==> config.mk <==
export PLATFORM = sky130hd
export DESIGN_NAME = decode_queue
export DESIGN_NICKNAME = d
export VERILOG_FILES = /design/src/rtl/decode_queue_pkg.sv /design/src/rtl/decode_queue_opcode_decode.sv /design/src/rtl/decode_queue.sv
export SDC_FILE = /design/constraint.sdc
export NUM_CORES = 1
export LEC_CHECK = 0
export CORE_MARGIN = 3
export CORE_UTILIZATION = 50
export DETAILED_ROUTE_END_ITERATION = 10
export HOLD_SLACK_MARGIN = 0.02
export PLACE_DENSITY_LB_ADDON = 0.25
export SYNTH_ARGS = -nofsm -noshare
export SYNTH_HDL_FRONTEND = slang
export SYNTH_HIERARCHICAL = 1
export SYNTH_SLANG_ARGS = --single-unit
==> constraint.sdc <==
create_clock -name clk -period 5.25 [get_ports clk]
set_input_delay 1.05 -clock clk [delete_from_list [all_inputs] [get_ports clk]]
set_output_delay 1.05 -clock clk [all_outputs]
set_load 0.005 [all_outputs]
==> src/rtl/decode_queue_pkg.sv <==
// Shared encodings for the 6502 fetch-side decoder: addressing modes, instruction
// classes, register destinations, ALU ops and the decoded-bundle layout.
package decode_queue_pkg;

    typedef enum logic [1:0] {S_OP, S_LO, S_HI} state_e;

    typedef enum logic [2:0] {
        AM_IMPL, AM_IMM, AM_ZP, AM_ABS, AM_ZPX, AM_ABSX, AM_REL
    } addr_mode_e;

    typedef enum logic [7:0] {
        I_LDA, I_LDX, I_LDY, I_STA, I_STX, I_STY,
        I_ADC, I_SBC, I_AND, I_ORA, I_EOR,
        I_INC, I_DEC, I_ASL, I_LSR, I_ROL, I_ROR,
        I_BR,  I_JMP, I_INX, I_INY, I_DEX, I_DEY,
        I_TAX, I_TXA, I_TAY, I_TYA, I_TSX, I_TXS, I_NOP
    } instr_type_e;

    typedef enum logic [2:0] {RD_NONE, RD_A, RD_X, RD_Y, RD_MEM, RD_SP} reg_dest_e;

    typedef enum logic [4:0] {
        ALU_NOP, ALU_ADD, ALU_SUB, ALU_AND, ALU_OR, ALU_XOR,
        ALU_INC, ALU_DEC, ALU_ASL, ALU_LSR, ALU_ROL, ALU_ROR
    } alu_op_e;

    typedef struct packed {
        logic [1:0]  size;
        addr_mode_e  mode;
        instr_type_e itype;
        reg_dest_e   dest;
        alu_op_e     alu_op;
        logic        use_alu;
        logic        mem_read;
        logic        mem_write;
        logic        illegal;
    } dec_info_t;

    localparam int DEC_INFO_W = $bits(dec_info_t);

    function automatic logic [1:0] mode_size(addr_mode_e m);
        case (m)
            AM_IMPL:          return 2'd1;
            AM_ABS, AM_ABSX:  return 2'd3;
            default:          return 2'd2;
        endcase
    endfunction

endpackage

==> src/rtl/decode_queue_opcode_decode.sv <==
// Purely combinational opcode -> decoded-bundle lookup for the supported 6502 subset.
module opcode_decode
    import decode_queue_pkg::*;
#(
    parameter bit TRAP_ILL = 1'b1
) (
    input  logic [7:0]            opcode,
    output logic [DEC_INFO_W-1:0] info
);

    dec_info_t   d;
    instr_type_e t;
    addr_mode_e  m;
    logic        legal;
    logic        rmw;
    logic        store;

    always_comb begin
        t = I_LDA;
        m = AM_IMPL;
        legal = 1'b1;
        case (opcode)
            8'hA9: begin t = I_LDA; m = AM_IMM;  end
            8'hA5: begin t = I_LDA; m = AM_ZP;   end
            8'hAD: begin t = I_LDA; m = AM_ABS;  end
            8'hB5: begin t = I_LDA; m = AM_ZPX;  end
            8'hBD: begin t = I_LDA; m = AM_ABSX; end
            8'hA2: begin t = I_LDX; m = AM_IMM;  end
            8'hA6: begin t = I_LDX; m = AM_ZP;   end
            8'hAE: begin t = I_LDX; m = AM_ABS;  end
            8'hA0: begin t = I_LDY; m = AM_IMM;  end
            8'hA4: begin t = I_LDY; m = AM_ZP;   end
            8'hAC: begin t = I_LDY; m = AM_ABS;  end
            8'h85: begin t = I_STA; m = AM_ZP;   end
            8'h8D: begin t = I_STA; m = AM_ABS;  end
            8'h95: begin t = I_STA; m = AM_ZPX;  end
            8'h9D: begin t = I_STA; m = AM_ABSX; end
            8'h86: begin t = I_STX; m = AM_ZP;   end
            8'h8E: begin t = I_STX; m = AM_ABS;  end
            8'h84: begin t = I_STY; m = AM_ZP;   end
            8'h8C: begin t = I_STY; m = AM_ABS;  end
            8'h69: begin t = I_ADC; m = AM_IMM;  end
            8'h65: begin t = I_ADC; m = AM_ZP;   end
            8'h6D: begin t = I_ADC; m = AM_ABS;  end
            8'h75: begin t = I_ADC; m = AM_ZPX;  end
            8'h7D: begin t = I_ADC; m = AM_ABSX; end
            8'hE9: begin t = I_SBC; m = AM_IMM;  end
            8'hE5: begin t = I_SBC; m = AM_ZP;   end
            8'hED: begin t = I_SBC; m = AM_ABS;  end
            8'h29: begin t = I_AND; m = AM_IMM;  end
            8'h25: begin t = I_AND; m = AM_ZP;   end
            8'h2D: begin t = I_AND; m = AM_ABS;  end
            8'h09: begin t = I_ORA; m = AM_IMM;  end
            8'h05: begin t = I_ORA; m = AM_ZP;   end
            8'h0D: begin t = I_ORA; m = AM_ABS;  end
            8'h49: begin t = I_EOR; m = AM_IMM;  end
            8'h45: begin t = I_EOR; m = AM_ZP;   end
            8'h4D: begin t = I_EOR; m = AM_ABS;  end
            8'hE6: begin t = I_INC; m = AM_ZP;   end
            8'hEE: begin t = I_INC; m = AM_ABS;  end
            8'hC6: begin t = I_DEC; m = AM_ZP;   end
            8'hCE: begin t = I_DEC; m = AM_ABS;  end
            8'h0A: begin t = I_ASL; m = AM_IMPL; end
            8'h06: begin t = I_ASL; m = AM_ZP;   end
            8'h4A: begin t = I_LSR; m = AM_IMPL; end
            8'h46: begin t = I_LSR; m = AM_ZP;   end
            8'h2A: begin t = I_ROL; m = AM_IMPL; end
            8'h26: begin t = I_ROL; m = AM_ZP;   end
            8'h6A: begin t = I_ROR; m = AM_IMPL; end
            8'h66: begin t = I_ROR; m = AM_ZP;   end
            8'h10, 8'h30, 8'h50, 8'h70,
            8'h90, 8'hB0, 8'hD0, 8'hF0: begin t = I_BR; m = AM_REL; end
            8'h4C: begin t = I_JMP; m = AM_ABS;  end
            8'hE8: t = I_INX;
            8'hC8: t = I_INY;
            8'hCA: t = I_DEX;
            8'h88: t = I_DEY;
            8'hAA: t = I_TAX;
            8'h8A: t = I_TXA;
            8'hA8: t = I_TAY;
            8'h98: t = I_TYA;
            8'hBA: t = I_TSX;
            8'h9A: t = I_TXS;
            8'hEA: t = I_NOP;
            default: legal = 1'b0;
        endcase

        rmw   = t inside {I_INC, I_DEC, I_ASL, I_LSR, I_ROL, I_ROR};
        store = t inside {I_STA, I_STX, I_STY};

        d        = '0;
        d.itype  = t;
        d.mode   = m;
        d.size   = mode_size(m);
        case (t)
            I_LDA, I_ADC, I_SBC, I_AND, I_ORA, I_EOR, I_TXA, I_TYA: d.dest = RD_A;
            I_LDX, I_TAX, I_TSX, I_INX, I_DEX:                      d.dest = RD_X;
            I_LDY, I_TAY, I_INY, I_DEY:                             d.dest = RD_Y;
            I_STA, I_STX, I_STY, I_INC, I_DEC:                      d.dest = RD_MEM;
            I_ASL, I_LSR, I_ROL, I_ROR: d.dest = (m == AM_IMPL) ? RD_A : RD_MEM;
            I_TXS:                                                  d.dest = RD_SP;
            default:                                                d.dest = RD_NONE;
        endcase
        case (t)
            I_ADC:               d.alu_op = ALU_ADD;
            I_SBC:               d.alu_op = ALU_SUB;
            I_AND:               d.alu_op = ALU_AND;
            I_ORA:               d.alu_op = ALU_OR;
            I_EOR:               d.alu_op = ALU_XOR;
            I_INC, I_INX, I_INY: d.alu_op = ALU_INC;
            I_DEC, I_DEX, I_DEY: d.alu_op = ALU_DEC;
            I_ASL:               d.alu_op = ALU_ASL;
            I_LSR:               d.alu_op = ALU_LSR;
            I_ROL:               d.alu_op = ALU_ROL;
            I_ROR:               d.alu_op = ALU_ROR;
            default:             d.alu_op = ALU_NOP;
        endcase
        d.use_alu   = (d.alu_op != ALU_NOP);
        // JMP's operand is a target address, not a data fetch
        d.mem_read  = (m inside {AM_ZP, AM_ABS, AM_ZPX, AM_ABSX}) && !store && (t != I_JMP);
        d.mem_write = store || (rmw && (m != AM_IMPL));

        if (!legal) begin
            d         = '0;
            d.size    = 2'd1;
            d.illegal = TRAP_ILL;
        end
    end

    assign info = d;

endmodule

==> src/rtl/decode_queue.sv <==
// Byte-serial 6502 instruction assembler feeding a circular queue of decoded bundles.
module decode_queue
    import decode_queue_pkg::*;
#(
    parameter int DEPTH    = 4,
    parameter int PC_W     = 16,
    parameter bit TRAP_ILL = 1'b1
) (
    input  logic            clk,
    input  logic            rst,
    input  logic            flush,
    input  logic [PC_W-1:0] flush_pc,
    input  logic            byte_valid,
    input  logic [7:0]      byte_data,
    output logic            byte_ready,
    output logic            dec_valid,
    input  logic            dec_ready,
    output logic [PC_W-1:0] dec_pc,
    output logic [7:0]      dec_opcode,
    output logic [15:0]     dec_operand,
    output logic [1:0]      dec_size,
    output logic [2:0]      dec_addr_mode,
    output logic [7:0]      dec_instr_type,
    output logic [2:0]      dec_reg_dest,
    output logic [4:0]      dec_alu_op,
    output logic            dec_use_alu,
    output logic            dec_mem_read,
    output logic            dec_mem_write,
    output logic            dec_illegal
);

    localparam int PW = $clog2(DEPTH);
    localparam logic [PW:0] FULL = DEPTH[PW:0];

    state_e          state_q, state_d;
    logic [PC_W-1:0] pc_q, pc_d, op_pc_q, op_pc_d;
    logic [7:0]      op_q, op_d, lo_q, lo_d;
    logic [PW-1:0]   rd_ptr_q, rd_ptr_d, wr_ptr_q, wr_ptr_d;
    logic [PW:0]     count_q, count_d;

    logic [PC_W-1:0] q_pc_q      [DEPTH];
    logic [PC_W-1:0] q_pc_d      [DEPTH];
    logic [7:0]      q_op_q      [DEPTH];
    logic [7:0]      q_op_d      [DEPTH];
    logic [15:0]     q_operand_q [DEPTH];
    logic [15:0]     q_operand_d [DEPTH];
    dec_info_t       q_info_q    [DEPTH];
    dec_info_t       q_info_d    [DEPTH];

    logic [DEC_INFO_W-1:0] cur_raw;
    dec_info_t             cur_info;
    dec_info_t             head;
    logic [7:0]            dec_in;
    logic                  accept, pop, push;
    logic [15:0]           push_operand;

    // Once past the opcode byte, decode from the latched opcode so size stays valid
    assign dec_in = (state_q == S_OP) ? byte_data : op_q;

    opcode_decode #(.TRAP_ILL(TRAP_ILL)) u_opcode_decode (
        .opcode (dec_in),
        .info   (cur_raw)
    );
    assign cur_info = cur_raw;

    assign byte_ready = !rst && !flush && (count_q != FULL);
    assign accept     = byte_valid && byte_ready;
    assign dec_valid  = (count_q != '0);
    assign pop        = dec_valid && dec_ready;

    always_comb begin
        state_d      = state_q;
        pc_d         = pc_q;
        op_pc_d      = op_pc_q;
        op_d         = op_q;
        lo_d         = lo_q;
        rd_ptr_d     = rd_ptr_q;
        wr_ptr_d     = wr_ptr_q;
        q_pc_d       = q_pc_q;
        q_op_d       = q_op_q;
        q_operand_d  = q_operand_q;
        q_info_d     = q_info_q;
        push         = 1'b0;
        push_operand = '0;

        if (accept) begin
            pc_d = pc_q + 1'b1;
            case (state_q)
                S_OP: begin
                    op_d    = byte_data;
                    op_pc_d = pc_q;
                    lo_d    = '0;
                    if (cur_info.size == 2'd1) push = 1'b1;
                    else                       state_d = S_LO;
                end
                S_LO: begin
                    lo_d = byte_data;
                    if (cur_info.size == 2'd2) begin
                        push         = 1'b1;
                        push_operand = {8'h00, byte_data};
                        state_d      = S_OP;
                    end else begin
                        state_d = S_HI;
                    end
                end
                S_HI: begin
                    push         = 1'b1;
                    push_operand = {byte_data, lo_q};
                    state_d      = S_OP;
                end
                default: state_d = S_OP;
            endcase
        end

        if (push) begin
            q_pc_d[wr_ptr_q]      = (state_q == S_OP) ? pc_q : op_pc_q;
            q_op_d[wr_ptr_q]      = dec_in;
            q_operand_d[wr_ptr_q] = push_operand;
            q_info_d[wr_ptr_q]    = cur_info;
            wr_ptr_d              = wr_ptr_q + 1'b1;
        end
        if (pop) rd_ptr_d = rd_ptr_q + 1'b1;
        count_d = count_q + {{PW{1'b0}}, push} - {{PW{1'b0}}, pop};

        // Flush wins outright: drops the partial instruction and anything queued
        if (flush) begin
            state_d  = S_OP;
            pc_d     = flush_pc;
            count_d  = '0;
            rd_ptr_d = '0;
            wr_ptr_d = '0;
        end
    end

    always_ff @(posedge clk) begin
        if (rst) begin
            state_q  <= S_OP;
            pc_q     <= '0;
            op_pc_q  <= '0;
            op_q     <= '0;
            lo_q     <= '0;
            rd_ptr_q <= '0;
            wr_ptr_q <= '0;
            count_q  <= '0;
            for (int i = 0; i < DEPTH; i++) begin
                q_pc_q[i]      <= '0;
                q_op_q[i]      <= '0;
                q_operand_q[i] <= '0;
                q_info_q[i]    <= '0;
            end
        end else begin
            state_q     <= state_d;
            pc_q        <= pc_d;
            op_pc_q     <= op_pc_d;
            op_q        <= op_d;
            lo_q        <= lo_d;
            rd_ptr_q    <= rd_ptr_d;
            wr_ptr_q    <= wr_ptr_d;
            count_q     <= count_d;
            q_pc_q      <= q_pc_d;
            q_op_q      <= q_op_d;
            q_operand_q <= q_operand_d;
            q_info_q    <= q_info_d;
        end
    end

    assign head           = q_info_q[rd_ptr_q];
    assign dec_pc         = q_pc_q[rd_ptr_q];
    assign dec_opcode     = q_op_q[rd_ptr_q];
    assign dec_operand    = q_operand_q[rd_ptr_q];
    assign dec_size       = head.size;
    assign dec_addr_mode  = head.mode;
    assign dec_instr_type = head.itype;
    assign dec_reg_dest   = head.dest;
    assign dec_alu_op     = head.alu_op;
    assign dec_use_alu    = head.use_alu;
    assign dec_mem_read   = head.mem_read;
    assign dec_mem_write  = head.mem_write;
    assign dec_illegal    = head.illegal;

endmodule
== Word level (Yosys, flattened, before mapping) ==
Memory sizes are Yosys's and may differ from the RTL's.
Index checks and enable logic that the tools add are counted.

* Register bits: 317
* ROM bits: 128
* Output and inout bits: 67
* Memories kept: 1

{| class="wikitable"
|+ Memory list
! memory !! words !! bits a word !! read ports !! clocked after memory_dff !! write ports !! RTL line !! RTL
|-
| (no name shown) || 32 || 4 || 1 || 0 || 0 || decode_queue_opcode_decode.sv:104 || <nowiki>case (t)</nowiki>
|}

* $add $sub $neg: 5
* Order comparisons: 3
* Equality and inequality tests: 105
* Multiplexer cells: 45
* Bitwise logic cells: 2
* Reductions and logical operators: 56

{| class="wikitable"
|+ Operators by type and width
! kind !! count
|-
| $eq A8 B8 Y1 const B || 41
|-
| $pmux W5 S29 || 1
|-
| $mux W16 || 9
|-
| $bwmux W64 || 2
|-
| $eq A8 B7 Y1 const B || 15
|-
| $bwmux W100 || 1
|-
| $mux W25 || 4
|-
| $reduce_or A68 Y1 || 1
|-
| $bmux W16 S2 || 2
|-
| $eq A5 B5 Y1 const B || 11
|-
| $bmux W25 S2 || 1
|-
| $demux W25 S2 || 1
|-
| $eq A8 B6 Y1 const B || 6
|-
| $eq A5 B4 Y1 const B || 8
|-
| $mux W8 || 5
|-
| $pmux W3 S6 || 2
|-
| $bwmux W32 || 1
|-
| $demux W16 S2 || 1
|-
| $pmux W16 S2 || 1
|-
| $eq A8 B4 Y1 const B || 3
|-
| $reduce_or A3 Y1 || 8
|-
| $reduce_or A8 Y1 || 3
|-
| $eq A5 B3 Y1 const B || 4
|-
| $reduce_or A2 Y1 || 10
|-
| other kinds (44) || 75
|}

== Longest topological paths before layout ==
Gate-level depths: netlist of the first run.

* Depth in word-level cells: 17
* Mapped depth: 24
* Mapped depth without buffers: 19

== By module ==
The synthesis of the first run kept the hierarchy.

{| class="wikitable"
|+ Modules (own cells, without submodules)
! module !! times used !! cells each !! area each (µm²) !! sequential area each (µm²)
|-
| decode_queue || 1 || 1287 || 14685.3 || 6346.1
|-
| opcode_decode || 1 || 216 || 1407.6 || 0.0
|}

== Worst setup path after synthesis of the first run ==
No wires, ideal clock.

* Path type: register -> register
* From: register state_q[0]
* To: register count_q[2]
* Library setup time: 118 ps
* Arrival: 4579 ps
* Data required time: 5132 ps
* Path slack: 553 ps
* Stages on the path, launching flop included: 23
* Period minus slack after synthesis: 4697 ps
* Path through: dfxtp_1 -> inv_1 -> ha_1 -> clkbuf_1 -> clkbuf_1 -> mux2_2 -> clkbuf_1 -> inv_1 -> or4_1 -> a21oi_1 -> nor2_1 -> nand2_1 -> nand2_1 -> nor2b_1 -> o21a_1 -> buf_1 -> nand2_1 -> ha_1 -> inv_1 -> ha_1 -> fa_1 -> xnor2_1 -> nor2_1

{| class="wikitable"
|+ RTL lines
! what !! RTL line !! RTL
|-
| start, declared || decode_queue.sv:35 || <nowiki>state_e state_q, state_d;</nowiki>
|-
| start signal, assigned || decode_queue.sv:152 || <nowiki>state_q <= state_d;</nowiki>
|-
| end signal, assigned || decode_queue.sv:159 || <nowiki>count_q <= count_d;</nowiki>
|-
| end, declared || decode_queue.sv:39 || <nowiki>logic [PW:0] count_q, count_d;</nowiki>
|}

==> results of run 1 <==
-- metrics by stage --
step	cells	power, mW
after floorplan	1506	2.80
after global placement	1931	2.96
after detailed placement	1931	2.97
after CTS	1993	5.50
after global routing	1993	5.64
final	1993	5.44
-- worst reg2reg max path: stages (launching register included) --
cell	delay [ps]
dfxtp_1	340
inv_1	110
ha_1	390
mux2_2	590
nand2b_1	260
a2111oi_0	560
o21bai_1	250
a211oi_1	120
nand2_1	110
inv_1	80
ha_1	230
inv_1	120
mux2i_1	80
a32o_1	280
or4_1	590
mux2_2	290
-- final cells by class --
| class | count | area (um2) |
|---|---|---|
| clock buffers | 56 | 1130 |
| inverters | 31 | 121 |
| flip-flops and latches | 317 | 6350 |
| well taps | 402 | 503 |
| multi-input cells | 1033 | 9140 |
| clock inverters | 6 | 80.1 |
| fillers | 2645 | 12800 |
| repair buffers | 148 | 1490 |
-- power by group through the flow --
stage	Combinational [mW]	Clock (mW)	Sequential, mW
floorplan	0.293	0	2.50
global placement	0.449	0	2.51
detailed placement	0.452	0	2.52
CTS	0.455	2.58	2.46
global route	0.496	2.68	2.47
finish	0.456	2.52	2.46
-- cell usage in the layout, fill, tap and decap left out, types with 30 or more instances in the layout --
master / netlist / layout
mux4_2: 65 / 65
dfxtp_1: 317 / 315
mux2_2: 106 / 106
nor2b_1: 195 / 195
nor2_1: 53 / 53
mux2_1: 97 / 97
mux2i_1: 110 / 110
clkbuf_16: 0 / 37
buf_4: 4 / 42
nand2b_1: 97 / 97
inv_1: 30 / 30
clkdlybuf4s50_1: 0 / 94
nand3_1: 36 / 32
-- worst min-delay path by stage --
stage,to,slack (ps)
after floorplan,q_info_q[84],450
after global placement,q_operand_q[54],460
after detailed placement,q_operand_q[55],470
after CTS,q_operand_q[57],480
after global routing,q_operand_q[55],490
final,q_operand_q[55],470
-- cells by family after synthesis --
group,Yosys count
multiplexers,378
other,1
adder cells (fa/ha/maj),19
flip-flops,317
XOR/XNOR,12
AND/OR/NAND/NOR,489
AO/OA/AOI/OAI,131
buffers and inverters,156
-- layer usage --
metal  up-vias  track usage, %
met5         -               0
met4         0            4.71
met3        43            2.81
met2       246            35.0
met1      5546            30.4
li1       5483               -
-- flip-flops by register name, indices dropped and copies added (netlist names) --
| name | cells |
|---|---|
| pc_q | 16 |
| rd_ptr_q | 2 |
| q_pc_q | 64 |
| q_info_q | 100 |
| op_pc_q | 16 |
| wr_ptr_q | 2 |
| count_q | 3 |
| state_q | 2 |
| lo_q | 8 |
| q_operand_q | 64 |
| op_q | 8 |
| q_op_q | 32 |
==> results.md, run 1 <==
- The flow ran to the end, and the final reports show no timing, DRC or antenna violations.
- The compound-gate portion of the synthesized area is roughly 5.9%.
- The number of warnings printed during yosys synthesis is 6.
- The maximum level of the CTS H-tree is 2.
- The initial antenna violation count is 0.
- For the pin with the worst max-slew slack, the measured transition is approximately 1100 ps.
- The flip-flop and latch count after synthesis is approximately 320.
- The first global-routing pass estimated ~60000 um of wire.
- Of the total synthesized cell area, the portion taken by AND, OR, NAND and NOR gates is 18.1%.
- The startpoint of the worst register-to-register path is state_q[1].
- For this run, asynchronously set or reset flops after synthesis account for 0%.
- The capturing element of the worst setup path is q_info_q[78].
- The initial DRC count is 821.
- The final global-route overflow total is 0.
- The post-cts hold buffer count is 0.
- Clock tree synthesis found a total of roughly 320 sinks.
- The logic depth of the worst path, buffers included is 13.
- Setup repair after global routing left no endpoint under its margin.
- The cell family with the largest share of critical-path delay is simple AND/OR/NAND/NOR gates.
- The core utilization of the finished layout is roughly three fifths.
- The largest family of logic cells by synthesized area is multiplexers.
- Yosys attributes the largest share of cell area to dfxtp_1 (39%), mux4_2 (9.1%), nor2b_1 (7.6%).
- In this run switching power makes up around 23% of total power.
- The final route contains 11300 vias.
- The worst setup slack for register-to-register paths is between 700 and 800 ps.
- The arithmetic-cell share of the synthesized area counting full adders, half adders and majority gates is 1.52%.
- The part of the cycle the worst path needs is around nine tenths.
- Once the floorplan was initialized, standard cells occupied about half of the core.
- dfxtp_1 takes more of the synthesized area than any other cell.
- Clock-pin slew was measured on the worst setup and hold paths at about 60 ps.
- Counting instances, the worst hold path has a depth of 2.
- The clock reaches the later pin of the worst-skew pair after 500 ps.
- The weighted congestion reported at the end of routability-driven placement is slightly below 0.9.
- The root buffer cell chosen for the clock tree is clkbuf_16.
- The post-synthesis area per instance is 10.7 um2.
- At the worst endpoint, the arrival time is between 5000 and 6000 ps.
- The kind of start point of the critical path is a primary input.
- The total of cells resized after clock tree synthesis is 0.
- The portion of the post-synthesis area used by sequential elements is 39.4%.
- The switching power summed over all nets is 1.23 mW.
- The post-route minimum period is 4660 ps.
- The synthesized netlist devotes less than 1% of its cell area to XOR and XNOR gates.
- The sum of negative setup slack is 0 ps.
- The share of total power dissipated in combinational logic is 8.4%.
- Timing would allow up to 214 MHz.
- The TritonCTS clock tree is yes.
- Post-CTS timing repair inserted 0 buffers for setup.
- In this run the worst path has a maximum fanout of 15.
- Yosys mapped a number of flops with a built-in enable equal to 0.
- The endpoint kind of the worst setup timing path is a flop.
- The final worst slack is between 500 and 600 ps.
- The CTS buffer count is 35.
- The highest metal layer with signal wires is met4.
- The headroom to the max-slew limit is about a quarter.
- The count of unresolved DRC violations after routing is 0.
- The placeable core area is 31600 um2.
- The total global routing track utilization is a little over a fifth.
- The longest individual stage delay on the worst path is roughly 590 ps.
- The fraction of post-synthesis cell area in the top cell type by area is 39.4%.
- The share of total power dissipated in sequential elements is 45.3%.
- Compared with the post-synthesis result, the final layout area differs by 16.9%.
- Counting both buffers and inverters, the worst setup path holds a total of 2.
- The number of primary I/O pins is 96.
- The routed via count divided by cell count is 5.68.
- The area enclosed by the die boundary is 34400 um2.
- The smallest hold slack is approximately 470 ps.
- The overall routed net length is 36800 um.
- The width of the chip is ~190 um.
- The number of iterations in the first detailed-routing pass is 5.
- The capture point of the worst reg-to-reg path is q_info_q[78].
- VDD sags by at most between 0.00015 and 0.0002 V.
- The multiplexer area fraction after synthesis is 30.1%.
- The clock group share of total power is between 40 and 50%.
- Entering global routing, the biggest net connects around 220 pins.
- The required time at the worst-slack endpoint is between 5000 and 6000 ps.
- After legalization and detailed placement, the total HPWL measured 24100 um.
- In this run the worst setup path begins at byte_data[0].
- In the post-synthesis netlist, the cell with the most instances is dfxtp_1.
- The number of global-route vias before repair is 11400.
- The post-route clock skew is a little under 7 ps.
- Setup violations remaining at the end of the flow were counted as 0.
- The routed metal-1 wirelength is around 17000 um.
- Synthesis handed over a netlist of between 1500 and 2000 instances.
- The die is roughly 190 um tall.
- The area of placed instances is 17600 um2.
- The worst setup timing slack at the placement stage is 198 ps.
- The commonest register cell after synthesis is dfxtp_1.
- Max-cap violations in this run came to 0.
- The category of the most critical setup path is primary input to flop.
- Counting distinct cell types in the post-synthesis netlist gives 76.
- In the final layout, the share of cells above drive strength 1 is between 10% and 20%.
- The number of pins with negative max-slew slack in the final report is 0.
- The final-report hold violation count is 0.
- The number of antenna diodes is 0.
- The master of the slowest instance on the critical path is clkdlybuf4s50_1.
- The origin of the worst min-delay path is q_operand_q[55].
- The number of routed nets with antenna violations is 0.
- The routed length per placed instance is 18.5 um.
- The final cell area excluding filler cells is about 19000 um2.
- The longest clock path from root to sink contains 3 buffers.
- The internal power contribution is between 4 and 5 mW.
- The power per standard cell area is just under 300 nW/um2.
- In the final design database the tool counted about 1600 nets.
- The commonest cells after synthesis are dfxtp_1 (317), nor2b_1 (195), mux2i_1 (110), mux2_2 (106).
- Summed over all cells, the static leakage comes to ~7.9 nW.
- In the detailed route, the total length drawn on met3 is 1540 um.
- Traced cell by cell, the critical path runs through clkdlybuf4s50_1 -> mux2_2 -> and2b_2 -> or4b_1 -> o21ai_0 -> a221o_1 -> inv_1 -> ha_1 -> and3_1 -> and3_1 -> a211o_1 -> or4_1 -> mux2_2.
- The routed length on met2 is approximately 17000 um.
- The placement row count is 65.
- The number of port buffers is 95.
- The cell depth of the worst flop-to-flop path is 15.
- In this run the worst hold path is classified as flop to flop.
- The cell area after technology mapping is around 16000 um2.
Power figures use the tool's default switching activity.
==> run 2: changes to the inputs <==
--- a/config.mk
+++ b/config.mk
@@ -5,6 +5,7 @@
 export SDC_FILE = /design/constraint.sdc
 export NUM_CORES = 1
 export LEC_CHECK = 0
+export ABC_AREA = 0
 export CORE_MARGIN = 3
 export CORE_UTILIZATION = 50
 export DETAILED_ROUTE_END_ITERATION = 10
@@ -14,3 +15,4 @@
 export SYNTH_HDL_FRONTEND = slang
 export SYNTH_HIERARCHICAL = 1
 export SYNTH_SLANG_ARGS = --single-unit
+export TNS_END_PERCENT = 50
==> constraint.sdc (replaced) <==
create_clock -name clk -period 4.5 [get_ports clk]
set_input_delay 0.9 -clock clk [delete_from_list [all_inputs] [get_ports clk]]
set_output_delay 0.9 -clock clk [all_outputs]
set_load 0.005 [all_outputs]
==> run 2 against run 1 <==
Effect of this change: sequential power rose by 17%; clock skew rose by 11 ps; hold slack improved by 2.2 ps; critical path type is now flop to flop; critical endpoint unchanged; highest routed layer unchanged.
==> results.md, run 2 (synthesis results as in run 1) <==
- Across every metal layer, demand over resource in global routing totals about 22%.
- The final cell count without fillers is slightly above 2000.
- The library cell used most frequently in the layout, excluding fill and tap cells, is dfxtp_1.
- The endpoint kind of the worst setup timing path is a flop.
- Buffers inserted to repair hold after CTS numbered 0.
- Measured against its own limit, the worst slew margin works out to approximately 24%.
- For this run, the detailed router's first-pass iteration total came to 5.
- The TritonCTS clock tree is yes.
- The H-tree was split into 2 levels.
- Of the total power, the clock network draws a little under half.
- The number of failing setup endpoints in the final timing report is 0.
- The initial utilization of the core area, before any placement, comes to 50.9%.
- The half-perimeter wire length after placement is approximately 26000 um.
- Internal power comes to 4.94 mW.
- The power after layout is 6.43 mW.
- OpenSTA, run right after detailed placement, puts the worst setup slack at -203 ps.
- The library cells used most frequently in the layout, excluding fill and tap cells, are dfxtp_1 (315), nor2b_1 (195), mux2i_1 (110).
- The count of unresolved DRC violations after routing is 0.
- The final cell area excluding filler cells is roughly 19000 um2.
- The switching portion of total power is 23.1%.
- After layout, the worst setup slack is 248 ps.
- The number of global-route vias before repair came to 11600.
- The initial antenna violation count came to 0.
- The post-route minimum period is ~4300 ps.
- Compared with the post-synthesis result, the final layout area differs by 20.6%.
- The biggest fanout along the worst timing path is 10.
- The register with the most flip-flops in the layout has 100 of them.
- The number of primary I/O pins is 96.
- The clock latency on the worst-skew pair is between 500 and 600 ps.
- The clock sink total is around 320.
- The number of pins with negative max-slew slack in the final report is 0.
- The pin slew with the least headroom to its limit is between 1000 and 1500 ps.
- The largest net degree at the start of global routing is 86.
- The floorplan step set the die width to 185 um.
- The area enclosed by the die boundary is 34400 um2.
- Once placement finished, the instance area stood at between 15000 and 20000 um2.
- Buffers placed on the I/O ports in this run total 95.
- The worst setup path is launched from a flop.
- Summing over every cut layer, the via total after detailed routing is 11600.
- In this run the deepest clock path goes through 3 buffers.
- Dividing the detail-routed via count by the number of cells gives about 5.6.
- In the final routed layout, each cell accounts on average for 18.6 um.
- The final-stage net count is 1684.
- The overall routed net length is 38400 um.
- The largest registers in the layout are q_info_q (100), q_operand_q (64), q_pc_q (64).
- The power per standard cell area is roughly 330 nW/um2.
- After layout, the worst path uses ~94% of the clock period.
- The congestion estimate from routability-driven global placement came to 0.924.
- The path type of the worst min-delay path is flop to flop.
- The repair_antennas step left the layout with diodes totalling 0.
- The switching power summed over all nets is approximately 1.5 mW.
- The post-route clock skew is 18.3 ps.
- The CTS buffer count is 36.
- The final-report hold violation count is 0.
- The largest register by flop count is q_info_q.
- The first global-routing pass estimated just over 60000 um of wire.
- The number of routed nets with antenna violations is 0.
- The fraction of layout instances using a drive strength above 1 is approximately 22%.
- Adding up every negative setup slack in the final design gives 0 ps.
- The critical path is of the flop to flop type.
- The required time at the worst-slack endpoint is 4890 ps.
- In this run the post-CTS setup repair buffer count came out at 0.
- For this run, the top clock speed supported by timing is 235 MHz.
- Setup repair after global routing left no endpoint under its margin.
- The run finished with clean final reports.
- In this run, flip-flops and latches consume between 40% and 50% of the power.
- The floorplan has 65 rows.
- The share of total power in combinational logic is a little under a tenth.
- The initial DRC count is 780.
- In this run the standard cell core region covers approximately 32000 um2.
- The leakage component of the power is around 8.3 nW.
- The total of cells resized after clock tree synthesis is 0.
- Once placement completed, the tool counted placed cells totaling 2000.
- The final global-route overflow total is 0.
- The vertical die dimension is between 150 and 200 um.
- The clock root buffer is clkbuf_16.
- After clock tree synthesis, the clock-pin slew on the worst setup and hold paths is 70 ps.
- The data arrival time of the critical path is between 4000 and 5000 ps.
- Across the run, the number of max-cap violations was 0.
- IR analysis of the VDD net gives a maximum drop of between 0.0002 and 0.00025 V.
[run 2: cell count changes in the layout (fill, tap and decap cells not counted), sizes merged]
cell | before | now
bufinv | 2 | 3
inv | 30 | 32
buf | 53 | 122
clkinvlp | 0 | 2
clkbuf | 57 | 53
[run 2: metal layers]
layer  part of all wire (%)  GRT usage, %
met1                     48          31.3
met2                     46          36.2
met3                    4.1          3.12
met4                    1.6          4.74
met5                      0             0
[run 2: path summary, 6_finish.rpt]
path	from	cells past startpoint	endpoint	slack, ps
setup / recovery	state_q[0]	14	q_info_q[78]	250
hold / removal	q_operand_q[22]	2	q_operand_q[22]	470
setup reg to reg	state_q[0]	14	q_info_q[78]	250
hold reg to reg	q_operand_q[22]	2	q_operand_q[22]	470
[run 2: critical path, stage by stage, from the launching register on]
cell and delay, ps:
dfxtp_1 340, inv_1 120, ha_2 330, mux2_2 450
buf_12 160, or4b_1 580, o21ai_0 280, a221o_1 220
inv_1 80, ha_1 210, and3_1 160, and3_1 180
a211o_1 240, or4_1 480, mux2_2 290
[run 2: area by class of cell]
type	instances	area (um2)
tap	402	503
inverter	31	121
fill	2606	12200
multi-input combinational	1033	9150
clock inverter	11	150
clock buffer	52	1060
sequential	317	6350
timing repair buffer	217	2070
[run 2: stage by stage]
step	hold WS (ps)	util, %
finish	474	61.3
global route	492	61.3
CTS	477	61.3
detailed placement	464	57.5
global placement	457	57.5
floorplan	446	-
[run 2: power groups by stage]
stage | Clock, mW | Sequential (mW) | Combinational [mW]
2_1_floorplan | 0 | 2.92 | 0.342
4_1_cts | 3.03 | 2.87 | 0.590
5_1_grt | 3.15 | 2.88 | 0.642
3_5_place_dp | 0 | 2.93 | 0.586
6_report | 2.96 | 2.87 | 0.593
3_3_place_gp | 0 | 2.93 | 0.583
